$ cat config.mk
export PLATFORM = sky130hd
export DESIGN_NAME = uart_transmit_fsm_flat
export DESIGN_NICKNAME = d
export VERILOG_FILES = /design/src/rtl/uart_transmit_fsm_pkg.sv /design/src/rtl/uart_transmit_fsm_if.sv /design/src/rtl/uart_tx_format.sv /design/src/rtl/uart_transmit_fsm.sv /design/src/flat_wrapper.sv
export SDC_FILE = /design/constraint.sdc
export NUM_CORES = 1
export LEC_CHECK = 0
export ABC_CLOCK_PERIOD_IN_PS = 2690
export CAP_MARGIN = 0
export CORE_UTILIZATION = 40
export CTS_CLUSTER_SIZE = 20
export DETAILED_ROUTE_END_ITERATION = 16
export GPL_ROUTABILITY_DRIVEN = 0
export PLACE_DENSITY = 0.59
export RECOVER_POWER = 100
export SYNTH_ARGS = -nofsm -noshare
export SYNTH_HDL_FRONTEND = slang
export SYNTH_SLANG_ARGS = --single-unit
$ cat constraint.sdc
create_clock -name MCLK -period 2.69 [get_ports MCLK]
set_input_delay 0.6725 -clock MCLK [delete_from_list [all_inputs] [get_ports MCLK]]
set_output_delay 0.6725 -clock MCLK [all_outputs]
set_load 0.005 [all_outputs]
$ cat src/rtl/uart_transmit_fsm_pkg.sv
// uart_transmit_fsm_pkg: shared eUSCI UART state encoding, frame config and frame-length rule
package uart_transmit_fsm_pkg;
  localparam logic [3:0] sIDLE   = 4'd0;
  localparam logic [3:0] sSTART  = 4'd1;
  localparam logic [3:0] sBIT1   = 4'd2;
  localparam logic [3:0] sBIT2   = 4'd3;
  localparam logic [3:0] sBIT3   = 4'd4;
  localparam logic [3:0] sBIT4   = 4'd5;
  localparam logic [3:0] sBIT5   = 4'd6;
  localparam logic [3:0] sBIT6   = 4'd7;
  localparam logic [3:0] sBIT7   = 4'd8;
  localparam logic [3:0] sBIT8   = 4'd9;
  localparam logic [3:0] sPARITY = 4'd10;
  localparam logic [3:0] sSTOP2  = 4'd11;
  localparam logic [3:0] sSTOP1  = 4'd12;

  typedef struct packed {
    logic pen;
    logic par;
    logic msb;
    logic b7;
    logic spb;
  } cfg_t;

  // Successor state on a bit tick; illegal encodings fall back to idle.
  function automatic logic [3:0] tx_next(input logic [3:0] st, input cfg_t c, input logic bufv);
    logic [3:0] tail;
    tail = c.spb ? sSTOP2 : sSTOP1;
    case (st)
      sIDLE:   tx_next = bufv ? sSTART : sIDLE;
      sSTART, sBIT1, sBIT2, sBIT3, sBIT4, sBIT5, sBIT6:
               tx_next = st + 4'd1;
      sBIT7:   tx_next = c.b7 ? (c.pen ? sPARITY : tail) : sBIT8;
      sBIT8:   tx_next = c.pen ? sPARITY : tail;
      sPARITY: tx_next = tail;
      sSTOP2:  tx_next = sSTOP1;
      sSTOP1:  tx_next = bufv ? sSTART : sIDLE;
      default: tx_next = sIDLE;
    endcase
  endfunction
endpackage

$ cat src/rtl/uart_transmit_fsm_if.sv
// uart_transmit_fsm_if: TXBUF write, config and serial-line signals of the UART transmitter
interface uart_transmit_fsm_if;
  logic       BITEN;
  logic       wUCPEN;
  logic       wUCPAR;
  logic       wUCMSB;
  logic       wUC7BIT;
  logic       wUCSPB;
  logic [7:0] TxData;
  logic       TxLoad;
  logic       Tx;
  logic       TxBEN;
  logic       TxBusy;
  logic       rSetTxIFG;
  logic       rSetTxCPTIFG;

  modport master (
    output BITEN, wUCPEN, wUCPAR, wUCMSB, wUC7BIT, wUCSPB, TxData, TxLoad,
    input  Tx, TxBEN, TxBusy, rSetTxIFG, rSetTxCPTIFG
  );

  modport slave (
    input  BITEN, wUCPEN, wUCPAR, wUCMSB, wUC7BIT, wUCSPB, TxData, TxLoad,
    output Tx, TxBEN, TxBusy, rSetTxIFG, rSetTxCPTIFG
  );
endinterface

$ cat src/rtl/uart_tx_format.sv
// uart_tx_format: reorders a data byte into an LSB-first word, masking bit 7 in 7-bit mode
module uart_tx_format (
  input  logic [7:0] TxData,
  input  logic       wUCMSB,
  input  logic       wUC7BIT,
  output logic [7:0] word
);
  logic [7:0] r8;
  logic [6:0] r7;
  for (genvar i = 0; i < 8; i++) begin : g_r8
    assign r8[i] = TxData[7-i];
  end
  for (genvar i = 0; i < 7; i++) begin : g_r7
    assign r7[i] = TxData[6-i];
  end
  assign word = wUCMSB ? (wUC7BIT ? {1'b0, r7} : r8)
                       : (wUC7BIT ? {1'b0, TxData[6:0]} : TxData);
endmodule

$ cat src/rtl/uart_transmit_fsm.sv
// uart_transmit_fsm: eUSCI UART transmit framer with one-entry TXBUF and back-to-back frames
module uart_transmit_fsm
  import uart_transmit_fsm_pkg::*;
(
  input logic MCLK,
  input logic reset,
  uart_transmit_fsm_if.slave bus
);
  logic [3:0] st, nst;
  logic [7:0] buff, sh, word;
  logic [2:0] bi;
  logic       bufv, bufv_n, busy_n, xfer, tx, ntx, txben, ifg, cpt;
  cfg_t       cfg, cin;

  assign cin    = '{pen: bus.wUCPEN, par: bus.wUCPAR, msb: bus.wUCMSB, b7: bus.wUC7BIT, spb: bus.wUCSPB};
  assign xfer   = bus.BITEN && bufv && (st == sIDLE || st == sSTOP1);
  assign nst    = tx_next(st, cfg, bufv);
  assign bi     = 3'(nst - sBIT1);
  assign bufv_n = bus.TxLoad | (bufv & ~xfer);
  assign busy_n = (bus.BITEN ? nst : st) != sIDLE;

  // Formatting runs off the frame snapshot so mid-frame config writes cannot disturb it.
  uart_tx_format u_fmt (
    .TxData (sh),
    .wUCMSB (cfg.msb),
    .wUC7BIT(cfg.b7),
    .word   (word)
  );

  always_comb begin
    ntx = nst == sSTART ? 1'b0
        : (nst >= sBIT1 && nst <= sBIT8) ? word[bi]
        : nst == sPARITY ? (^word ^ ~cfg.par)
        : 1'b1;
  end

  always_ff @(posedge MCLK or posedge reset) begin
    if (reset) begin
      st    <= sIDLE;
      tx    <= 1'b1;
      buff  <= '0;
      bufv  <= 1'b0;
      sh    <= '0;
      cfg   <= '0;
      txben <= 1'b0;
      ifg   <= 1'b0;
      cpt   <= 1'b0;
    end else begin
      if (bus.TxLoad) buff <= bus.TxData;
      bufv  <= bufv_n;
      txben <= busy_n | bufv_n;
      ifg   <= xfer;
      cpt   <= bus.BITEN && st == sSTOP1 && !bufv;
      if (bus.BITEN) begin
        st <= nst;
        tx <= ntx;
      end
      if (xfer) begin
        sh  <= buff;
        cfg <= cin;
      end
    end
  end

  assign bus.Tx           = tx;
  assign bus.TxBusy       = st != sIDLE;
  assign bus.TxBEN        = txben;
  assign bus.rSetTxIFG    = ifg;
  assign bus.rSetTxCPTIFG = cpt;
endmodule

$ cat src/flat_wrapper.sv
// flat-port wrapper written by rule: the top's interface ports become plain ports
module uart_transmit_fsm_flat import uart_transmit_fsm_pkg::*;
  (MCLK, reset, bus_BITEN, bus_wUCPEN, bus_wUCPAR, bus_wUCMSB, bus_wUC7BIT, bus_wUCSPB, bus_TxData, bus_TxLoad, bus_Tx, bus_TxBEN, bus_TxBusy, bus_rSetTxIFG, bus_rSetTxCPTIFG);
  uart_transmit_fsm_if bus_i ();
  input logic MCLK;
  input logic reset;
  input wire logic [$bits(bus_i.BITEN)-1:0] bus_BITEN;
  input wire logic [$bits(bus_i.wUCPEN)-1:0] bus_wUCPEN;
  input wire logic [$bits(bus_i.wUCPAR)-1:0] bus_wUCPAR;
  input wire logic [$bits(bus_i.wUCMSB)-1:0] bus_wUCMSB;
  input wire logic [$bits(bus_i.wUC7BIT)-1:0] bus_wUC7BIT;
  input wire logic [$bits(bus_i.wUCSPB)-1:0] bus_wUCSPB;
  input wire logic [$bits(bus_i.TxData)-1:0] bus_TxData;
  input wire logic [$bits(bus_i.TxLoad)-1:0] bus_TxLoad;
  output wire logic [$bits(bus_i.Tx)-1:0] bus_Tx;
  output wire logic [$bits(bus_i.TxBEN)-1:0] bus_TxBEN;
  output wire logic [$bits(bus_i.TxBusy)-1:0] bus_TxBusy;
  output wire logic [$bits(bus_i.rSetTxIFG)-1:0] bus_rSetTxIFG;
  output wire logic [$bits(bus_i.rSetTxCPTIFG)-1:0] bus_rSetTxCPTIFG;
  assign bus_i.BITEN = bus_BITEN;
  assign bus_i.wUCPEN = bus_wUCPEN;
  assign bus_i.wUCPAR = bus_wUCPAR;
  assign bus_i.wUCMSB = bus_wUCMSB;
  assign bus_i.wUC7BIT = bus_wUC7BIT;
  assign bus_i.wUCSPB = bus_wUCSPB;
  assign bus_i.TxData = bus_TxData;
  assign bus_i.TxLoad = bus_TxLoad;
  assign bus_Tx = bus_i.Tx;
  assign bus_TxBEN = bus_i.TxBEN;
  assign bus_TxBusy = bus_i.TxBusy;
  assign bus_rSetTxIFG = bus_i.rSetTxIFG;
  assign bus_rSetTxCPTIFG = bus_i.rSetTxCPTIFG;
  uart_transmit_fsm u_core (.MCLK(MCLK), .reset(reset), .bus(bus_i));
endmodule
==> flow_summary.ini, run 1 <==
[status]
status = complete, but fails checks
violations = max-capacitance violations, max-slew violations

[setup_path]
worstReg2RegStart = u_core.st[0]
reg2reg_slack_ns = 0.08
worstSetupStartpointType = flop
arrival_ns = 2.76
cp_max_fo = 5
worstPathRequired_ns = 2.85
regToRegEndpoint = u_core.bus.TxBEN
worst_setup_path_end_kind = flop
rr_worst_depth = 9
critPathKind = reg2reg

[detailed_routing]
dr_total_vias = 1385
wirelength_um = 3890
avgRoutedWirePerCell_um = 15.1
drtIter0Drc = 50
ant_nets = 0
drt-vias-per-instance = 5.37
firstDrtPassIters = 4
drc = 0

[sta]
fin_worst_skew_ns = 0.00412
finalCritPeriodShare_pct = 96.9
layout_min_cycle_time_ns = 2.61
tns_ns = 0
setup_viol = 0
drv_slew = 31
hold_viol = 0
rsz0062_at_grt = yes
worst_pin_slew_ns = 1.55
slew-limit-headroom_pct = -3.03
timing.hold.ws_ns = 0.502
fmax_mhz = 384

[hold_path]
holdCritStartpoint = u_core.buff[2]
min_to = u_core.buff[2]
hp-class = reg2reg
hold_depth = 1

[yosys]
syn_area_sq_um = 1840
synth_cells = 169
syn_area_per_cell_sq_um = 10.9
synth_edf_count = 0
ys_warn_count = 0
ys_seq_area_share_pct = 41.0
synth_top_flop_cell = dfrtp_1
yosysMostFrequentCell = dfrtp_1
ys_ff_latch = 30
synthTopCellsByArea = dfrtp_1 40%, mux2_2 14%, mux2i_1 4.4%, nor2_1 3.7%, ha_1 3.4%
yosys.area.top_type = dfrtp_1
syn_nets = 191
synth_top_area_share_pct = 39.5
synth_cell_types = 45
synthTopCellsByCount = 29 x dfrtp_1, 23 x mux2_2, 18 x nor2_1
async_reset_ff_share_pct = 100

[clocking]
clk_path_buf_depth = 2
clock_latency_ns = 0.28
hold_buffers = 0
h-tree-depth = 2
cts_sinks = 30
root_buffer = clkbuf_8
clk_pin_slew_ns = 0.06
cts_buffers = 5
cts_tree = done

[floorplanning]
io_pins = 22
start_util_pct = 41.9
core_sq_um = 4380
die_area_sq_um = 4860
rows = 24
die_h_um = 69.7
die_w_um = 69.7

[global_routing]
antenna_found_initial = 0
overflow = 0
grt_usage_pct = 17.6
grt_max_degree = 31
grt_pass1_vias = 1431
grt_pass1_wl_um = 6720

[layout]
drive_above_1_share_pct = 30.6
instances_no_fill = 258
insertedDiodeCount = 0
fillers = 397
final_nets = 227
syn_to_final_growth_pct = 27.0

[placed_design]
dpl.cell_count = 248
io_buffers = 21
dpl.hpwl_um = 2910

[power]
ir_drop_mv = 0.567
p_leak_nw = 0.984
cellPowerDensity_nw_per_um2 = 1340

[run]
max-cap-violations = 1
-- per-layer routing --
layer	GRT usage (%)	share of wire, %	vias to the layer above
li1	-	-	680
met5	0	0	-
met2	28.6	48	29
met4	7.11	1.7	0
met3	3.49	3.7	7
met1	23.0	47	669
-- kinds of logic after synthesis --
| group | count (synthesis) | share of synthesized area, % |
|---|---|---|
| AOI/OAI and AO/OA | 30 | 13.2 |
| xor gates and xnor gates | 8 | 4.57 |
| adders and majority gates | 5 | 3.41 |
| buffers and inverters | 17 | 4.16 |
| DFF | 30 | 41.0 |
| muxes | 32 | 19.9 |
| and+or+nand+nor | 47 | 13.8 |
-- where the power goes --
group	internal [W]	total, W	switching (W)
clock	0.000272	0.000440	0.000168
combinational	0.00102	0.00187	0.000852
sequential	0.000612	0.000817	0.000204
total	0.00190	0.00313	0.00122
-- critical path, cell delays in order (launching register included) --
cell	delay (ns)
dfrtp_1	0.37
buf_4	0.15
ha_2	0.23
nor3_1	0.34
o31ai_2	0.12
buf_4	0.16
a21boi_0	0.29
nor2_1	0.12
or3_1	0.39
or3_1	0.32
-- flip-flops by register name (all words and copies together), names as in the netlist --
name	count
u_core.buff	8
u_core.bufv	1
u_core.bus.Tx	1
u_core.bus.TxBEN	1
u_core.bus.rSetTxCPTIFG	1
u_core.bus.rSetTxIFG	1
u_core.cfg	5
u_core.sh	8
u_core.st	4
-- area by class of cell --
cell class / instances / area [sq um] / area share [%]
well taps: 52 / 65.1 / 2.79
clock buffers: 5 / 68.8 / 2.95
multi-input cells: 122 / 1030 / 44.1
flip-flops and latches: 30 / 752 / 32.3
repair buffers: 38 / 347 / 14.9
clock inverters: 3 / 40.0 / 1.72
inverters: 8 / 30.0 / 1.29
-- what timing repair did --
item	4_1_cts	5_1_grt
endpoints found under the setup margin	1	2
pin swaps	1	2
resized for setup	0	6
buffers inserted	0	2
-- worst max path at each step --
stage | from | to | slack (ns)
2_1_floorplan | u_core.st[0] | u_core.bus.Tx | 0.009
3_5_place_dp | u_core.st[1] | u_core.bus.Tx | -0.03
4_1_cts | u_core.st[1] | u_core.bus.Tx | 0.002
5_1_grt | u_core.st[0] | u_core.bus.TxBEN | -0.006
3_3_place_gp | u_core.st[0] | u_core.bus.TxBEN | 0.08
6_report | u_core.st[0] | u_core.bus.TxBEN | 0.08
-- stage by stage --
step | utilization [%] | area, sq um | total power (W) | setup WS (ns)
after CTS | 52.5 | 2300 | 0.00309 | 0.00179
after global placement | 50.0 | 2190 | 0.00257 | 0.0830
after detailed placement | 50.0 | 2190 | 0.00263 | -0.0318
final | 53.2 | 2330 | 0.00313 | 0.0846
after floorplan | - | 1840 | 0.00210 | 0.00861
after global routing | 53.2 | 2330 | 0.00338 | -0.00588
-- cells in the final DEF, fill, tap and decap left out, drive strengths merged, types with 5 or more instances in the layout --
cell | synthesis | routed
clkdlybuf4s50 | 0 | 19
ha | 5 | 5
a211oi | 5 | 5
inv | 8 | 8
buf | 5 | 16
dfrtp | 29 | 29
mux2 | 23 | 23
a21oi | 7 | 7
mux2i | 8 | 8
clkbuf | 4 | 6
nor2 | 18 | 18
nand2 | 6 | 6
(Power assumes the default switching activity.)
==> inputs of run 2 (changes only) <==
DONT_BUFFER_PORTS = 1   (was unset)
GPL_ROUTABILITY_DRIVEN = unset   (was 0)
PLACE_DENSITY = 0.52   (was 0.59)
==> flow_summary.ini, run 2 (synthesis gave the netlist of run 1 again) <==
[power]
power_frac_clock_pct = 12.1
comb_power_share_pct = 61.9
p_switching_w = 0.00130
ir_drop_mv = 0.627
p_leak_nw = 0.882
power_frac_seq_pct = 26.1
cellPowerDensity_nw_per_um2 = 1480
switching_share_pct = 41.1
internal-power_w = 0.00186
power_w = 0.00316

[sta]
hold_viol = 0
fin_worst_skew_ns = 0.00934
layout_min_cycle_time_ns = 2.59
tns_ns = 0
drv_slew = 31
slew-limit-headroom_pct = -5.80
finalCritPeriodShare_pct = 96.4
worst_pin_slew_ns = 1.59
timing.hold.ws_ns = 0.477
fmax_mhz = 386
setup_viol = 0

[global_routing]
overflow = 0
antenna_found_initial = 0
grt_max_degree = 31
grt_pass1_wl_um = 6240
grt_pass1_vias = 1248
grt_usage_pct = 16.9

[clocking]
clock_latency_ns = 0.28
clk_path_buf_depth = 2
root_buffer = clkbuf_8
cts_sinks = 30
cts_buffers = 5
h-tree-depth = 2
cts_tree = done
hold_buffers = 0
clk_pin_slew_ns = 0.07

[detailed_routing]
wirelength_um = 3950
ant_nets = 0
drtIter0Drc = 55
avgRoutedWirePerCell_um = 16.7
drc = 0
firstDrtPassIters = 4
dr_total_vias = 1308
drt-vias-per-instance = 5.52

[layout]
fillers = 417
final_nets = 206
top_regs = u_core.buff (8), u_core.sh (8), u_core.cfg (5)
insertedDiodeCount = 0
layout_common_cells = 28 x dfrtp_1, 23 x mux2_2, 18 x nor2_1
final_common_cell = dfrtp_1
drive_above_1_share_pct = 34.6
syn_to_final_growth_pct = 16.4

[setup_path]
reg2reg_slack_ns = 0.1
slowest_stage = dfrtp_2
rr_worst_depth = 10
crit_family = simple AND/OR/NAND/NOR gates
critPathKind = reg2reg
worstSetupStartpointType = flop
critical_path.cell_chain = inv_2, ha_4, a2111oi_4, buf_4, nor3_2, nor4_4, buf_4, a21oi_2, or3_1, or3_1
cp_max_fo = 5
path_buf_inv = 3
worstPathRequired_ns = 2.86
max_stage_delay_ns = 0.43
crit_cells = 10
arrival_ns = 2.76
worst_setup_path_end_kind = flop

[floorplanning]
core_sq_um = 4380
die_w_um = 69.7
start_util_pct = 41.9
rows = 24
io_pins = 22
die_h_um = 69.7
die_area_sq_um = 4860

[placed_design]
io_buffers = 0
gp_congestion = 0.794
dpl.hpwl_um = 2820

[hold_path]
hp-class = in2reg
hold_depth = 1

[status]
status = complete, but fails checks
violations = max-capacitance violations, max-slew violations

[run]
max-cap-violations = 1
==> run 2: worst paths after layout <==
path | start | end
worst max-delay path | u_core.st[1] | u_core.bus.TxBEN
worst min-delay path | bus_BITEN | u_core.st[0]
worst max register to register | u_core.st[1] | u_core.bus.TxBEN
worst min register to register | u_core.bufv | u_core.bus.rSetTxCPTIFG
max in group asynchronous | reset | u_core.st[1]
min in group asynchronous | reset | u_core.bus.TxBEN
==> run 2: area by class of cell <==
type | instances | area, sq um | share of cell area (%)
clock inverter | 2 | 12.5 | 0.585
tap | 52 | 65.1 | 3.04
inverter | 8 | 30.0 | 1.41
clock buffer | 6 | 82.6 | 3.86
multi-input combinational | 122 | 1070 | 50.2
timing repair buffer | 17 | 120 | 5.62
sequential | 30 | 753 | 35.2
==> run 2: metal layers <==
metal | GRT usage (%) | vias up | share of wire [%]
met5 | 0 | - | 0
met1 | 23.4 | 641 | 49
li1 | - | 638 | -
met3 | 5.81 | 5 | 4.7
met2 | 24.4 | 24 | 45
met4 | 6.00 | 0 | 1.2
==> run 2: worst reg2reg max path, cell delays in order, from the launching register on <==
cell,delay [ns]
dfrtp_2,0.43
inv_2,0.07
ha_4,0.18
a2111oi_4,0.37
buf_4,0.17
nor3_2,0.05
nor4_4,0.31
buf_4,0.20
a21oi_2,0.07
or3_1,0.30
or3_1,0.31
==> run 2: per-stage QoR <==
stage               setup slack [ns]  instances  utilization (%)  instance area [sq um]
floorplan                    0.00861        169                -                   1840
global placement              0.0954        225             44.5                   1950
detailed placement            0.0104        225             44.5                   1950
CTS                          0.00321        233             46.7                   2050
global route                -0.00943        237             48.7                   2140
finish                        0.0970        237             48.7                   2140
==> run 2: timing repair <==
action	4_1_cts	5_1_grt
resized for setup	0	14
pin swaps	1	4
buffers inserted	0	4
setup endpoints to repair	1	1
endpoints found under the hold margin	0	0
==> run 2: power by group through the flow <==
stage / Combinational, W / Clock (W) / Sequential, W
floorplan: 0.00136 / 0 / 0.000744
global route: 0.00211 / 0.000410 / 0.000857
finish: 0.00195 / 0.000381 / 0.000823
global placement: 0.00169 / 0 / 0.000820
CTS: 0.00173 / 0.000391 / 0.000815
detailed placement: 0.00173 / 0 / 0.000824
==> inputs of run 3 (changes only) <==
SYNTH_HIERARCHICAL = 1   (was unset)
==> flow_summary.ini, run 3 <==
[sta]
layout_min_cycle_time_ns = 2.47
rsz0062_at_grt = no
slew-limit-headroom_pct = -4.25
setup_viol = 0
hold_viol = 0
timing.hold.ws_ns = 0.482
finalCritPeriodShare_pct = 91.8
fmax_mhz = 405
fin_worst_skew_ns = 0.00581
worst_pin_slew_ns = 1.56
tns_ns = 0
drv_slew = 31
setup_ws_ns = 0.222

[setup_path]
rr_worst_depth = 8
worstSetupStartpointType = flop
regToRegEndpoint = u_core/bus.Tx
critPathKind = reg2reg
cp_max_fo = 9
reg2reg_slack_ns = 0.22
max_stage_delay_ns = 0.48
arrival_ns = 2.68
worst_setup_path_end_kind = flop
worstReg2RegStart = u_core/st[0]
worstPathRequired_ns = 2.90
critical_path.cell_chain = inv_1, ha_1, or3_1, nor4b_2, a211oi_1, nand2_1, o211a_1, a21oi_1
slowest_stage = dfrtp_1

[clocking]
cts_tree = done
clk_path_buf_depth = 2
clk_pin_slew_ns = 0.06
cts_buffers = 5
h-tree-depth = 2
post-cts-setup-buffers = 0
cts_sinks = 30
clock_latency_ns = 0.28
root_buffer = clkbuf_8
hold_buffers = 0
cts-resized-gates = 0

[yosys]
async_reset_ff_share_pct = 100
synthTopCellsByArea = dfrtp_1 40%, mux2_2 13%, mux2i_1 4.4%, nor2_1 3.5%, a2111oi_4 3.0%
synth_top_area_share_pct = 39.8
synthTopCellsByCount = 29 x dfrtp_1, 21 x mux2_2, 17 x nor2_1
ys_warn_count = 6
synth_cell_types = 52
synth_top_flop_cell = dfrtp_1
synth_edf_count = 0
ys_ff_latch = 30
synth_cells = 160
syn_area_sq_um = 1830
ys_seq_area_share_pct = 41.2
syn_area_per_cell_sq_um = 11.4
yosys.area.top_type = dfrtp_1
yosysMostFrequentCell = dfrtp_1
syn_nets = 181

[layout]
instances_no_fill = 215
top_regs = u_core/buff (8), u_core/sh (8), u_core/cfg (5)
final_common_cell = dfrtp_1
insertedDiodeCount = 0
register_area_sq_um = 752
final_nets = 183
multi_input_area_sq_um = 988
fillers = 424
layout_common_cells = 29 x dfrtp_1, 21 x mux2_2, 17 x nor2_1
syn_to_final_growth_pct = 5.96
drive_above_1_share_pct = 25.2

[detailed_routing]
firstDrtPassIters = 4
drt-vias-per-instance = 5.71
drtIter0Drc = 50
drc = 0
wirelength_um = 3400
dr_total_vias = 1227
ant_nets = 0
avgRoutedWirePerCell_um = 15.8

[global_routing]
grt_pass1_wl_um = 5800
antenna_found_initial = 0
grt_pass1_vias = 1206
grt_usage_pct = 15.3
grt_max_degree = 31
overflow = 0

[hold_path]
holdCritStartpoint = u_core/bufv
hold_depth = 1
hp-class = reg2reg
min_to = u_core/bus.rSetTxCPTIFG

[floorplanning]
die_h_um = 69.6
start_util_pct = 41.6
core_sq_um = 4380
rows = 24
io_pins = 22
die_w_um = 69.6
die_area_sq_um = 4840

[placed_design]
gp_congestion = 0.846
dpl.hpwl_um = 2620
dp_slack_ns = 0.284
dpl.cell_count = 207
io_buffers = 0

[status]
status = complete, but fails checks
violations = max-capacitance violations, max-slew violations

[power]
ir_drop_mv = 0.560
p_leak_nw = 0.807
cellPowerDensity_nw_per_um2 = 1490

[run]
max-cap-violations = 1
run 3: cell types whose count changed after synthesis, moves of 3 or more:
cell / change
nand3_1: -3
a21oi_1: +4
a211oi_1: -4
a221oi_1: -3
nand2b_1: -3
a21o_1: +3
run 3: logic make-up (layout without fill, tap and decap cells):
logic type | Yosys count | after routing | share of synthesized area, %
simple gates | 41 | 41 | 13.4
fa+ha+maj | 4 | 4 | 2.74
compound gates | 33 | 33 | 15.9
buf+inv | 14 | 17 | 4.04
flops | 30 | 30 | 41.2
xor+xnor | 8 | 8 | 4.59
mux | 30 | 30 | 18.2
run 3: how the worst max path moves through the flow:
stage / endpoint / depth (start not counted) / start / slack [ns]
2_1_floorplan: u_core/bus.Tx / 9 / u_core/st[0] / 0.53
3_3_place_gp: u_core/bus.Tx / 8 / u_core/cfg[1] / 0.33
3_5_place_dp: u_core/bus.Tx / 8 / u_core/st[0] / 0.28
4_1_cts: u_core/bus.Tx / 8 / u_core/st[0] / 0.27
5_1_grt: u_core/bus.Tx / 8 / u_core/st[0] / 0.04
6_report: u_core/bus.Tx / 8 / u_core/st[0] / 0.22
run 3: power by group:
part,internal (W),switching (W)
Clock,0.000206,0.000156
Sequential,0.000614,0.000214
Combinational,0.000863,0.000837
Total,0.00168,0.00121
run 3: final cells by class:
cell class | count | share of cell area [%]
clock buffers | 7 | 4.46
clock inverters | 1 | 0.259
inverters | 7 | 1.36
multi-input cells | 116 | 51.1
flip-flops and latches | 30 | 38.9
well taps | 52 | 3.36
repair buffers | 2 | 0.582
run 3: routing by layer:
metal | track usage, % | vias up | part of all wire [%]
met5 | 0 | - | 0
met4 | 5.67 | 0 | 2.1
met3 | 3.05 | 8 | 2.7
met2 | 26.6 | 20 | 52
met1 | 18.7 | 612 | 43
li1 | - | 587 | -
run 3: critical path: cells and delay by family, from the launching register on:
family	cells	cell delay, ns
AO/OA/AOI/OAI	3	0.78
adder cells (fa/ha/maj)	1	0.33
buffers and inverters	1	0.11
flip-flops	1	0.48
AND/OR/NAND/NOR	3	0.71
run 3: per-stage QoR:
stage	total power [W]	utilization [%]	area, sq um
2_1_floorplan	0.00229	-	1830
3_3_place_gp	0.00253	42.4	1860
3_5_place_dp	0.00256	42.4	1860
4_1_cts	0.00294	44.5	1950
5_1_grt	0.00310	44.1	1930
6_report	0.00289	44.1	1930
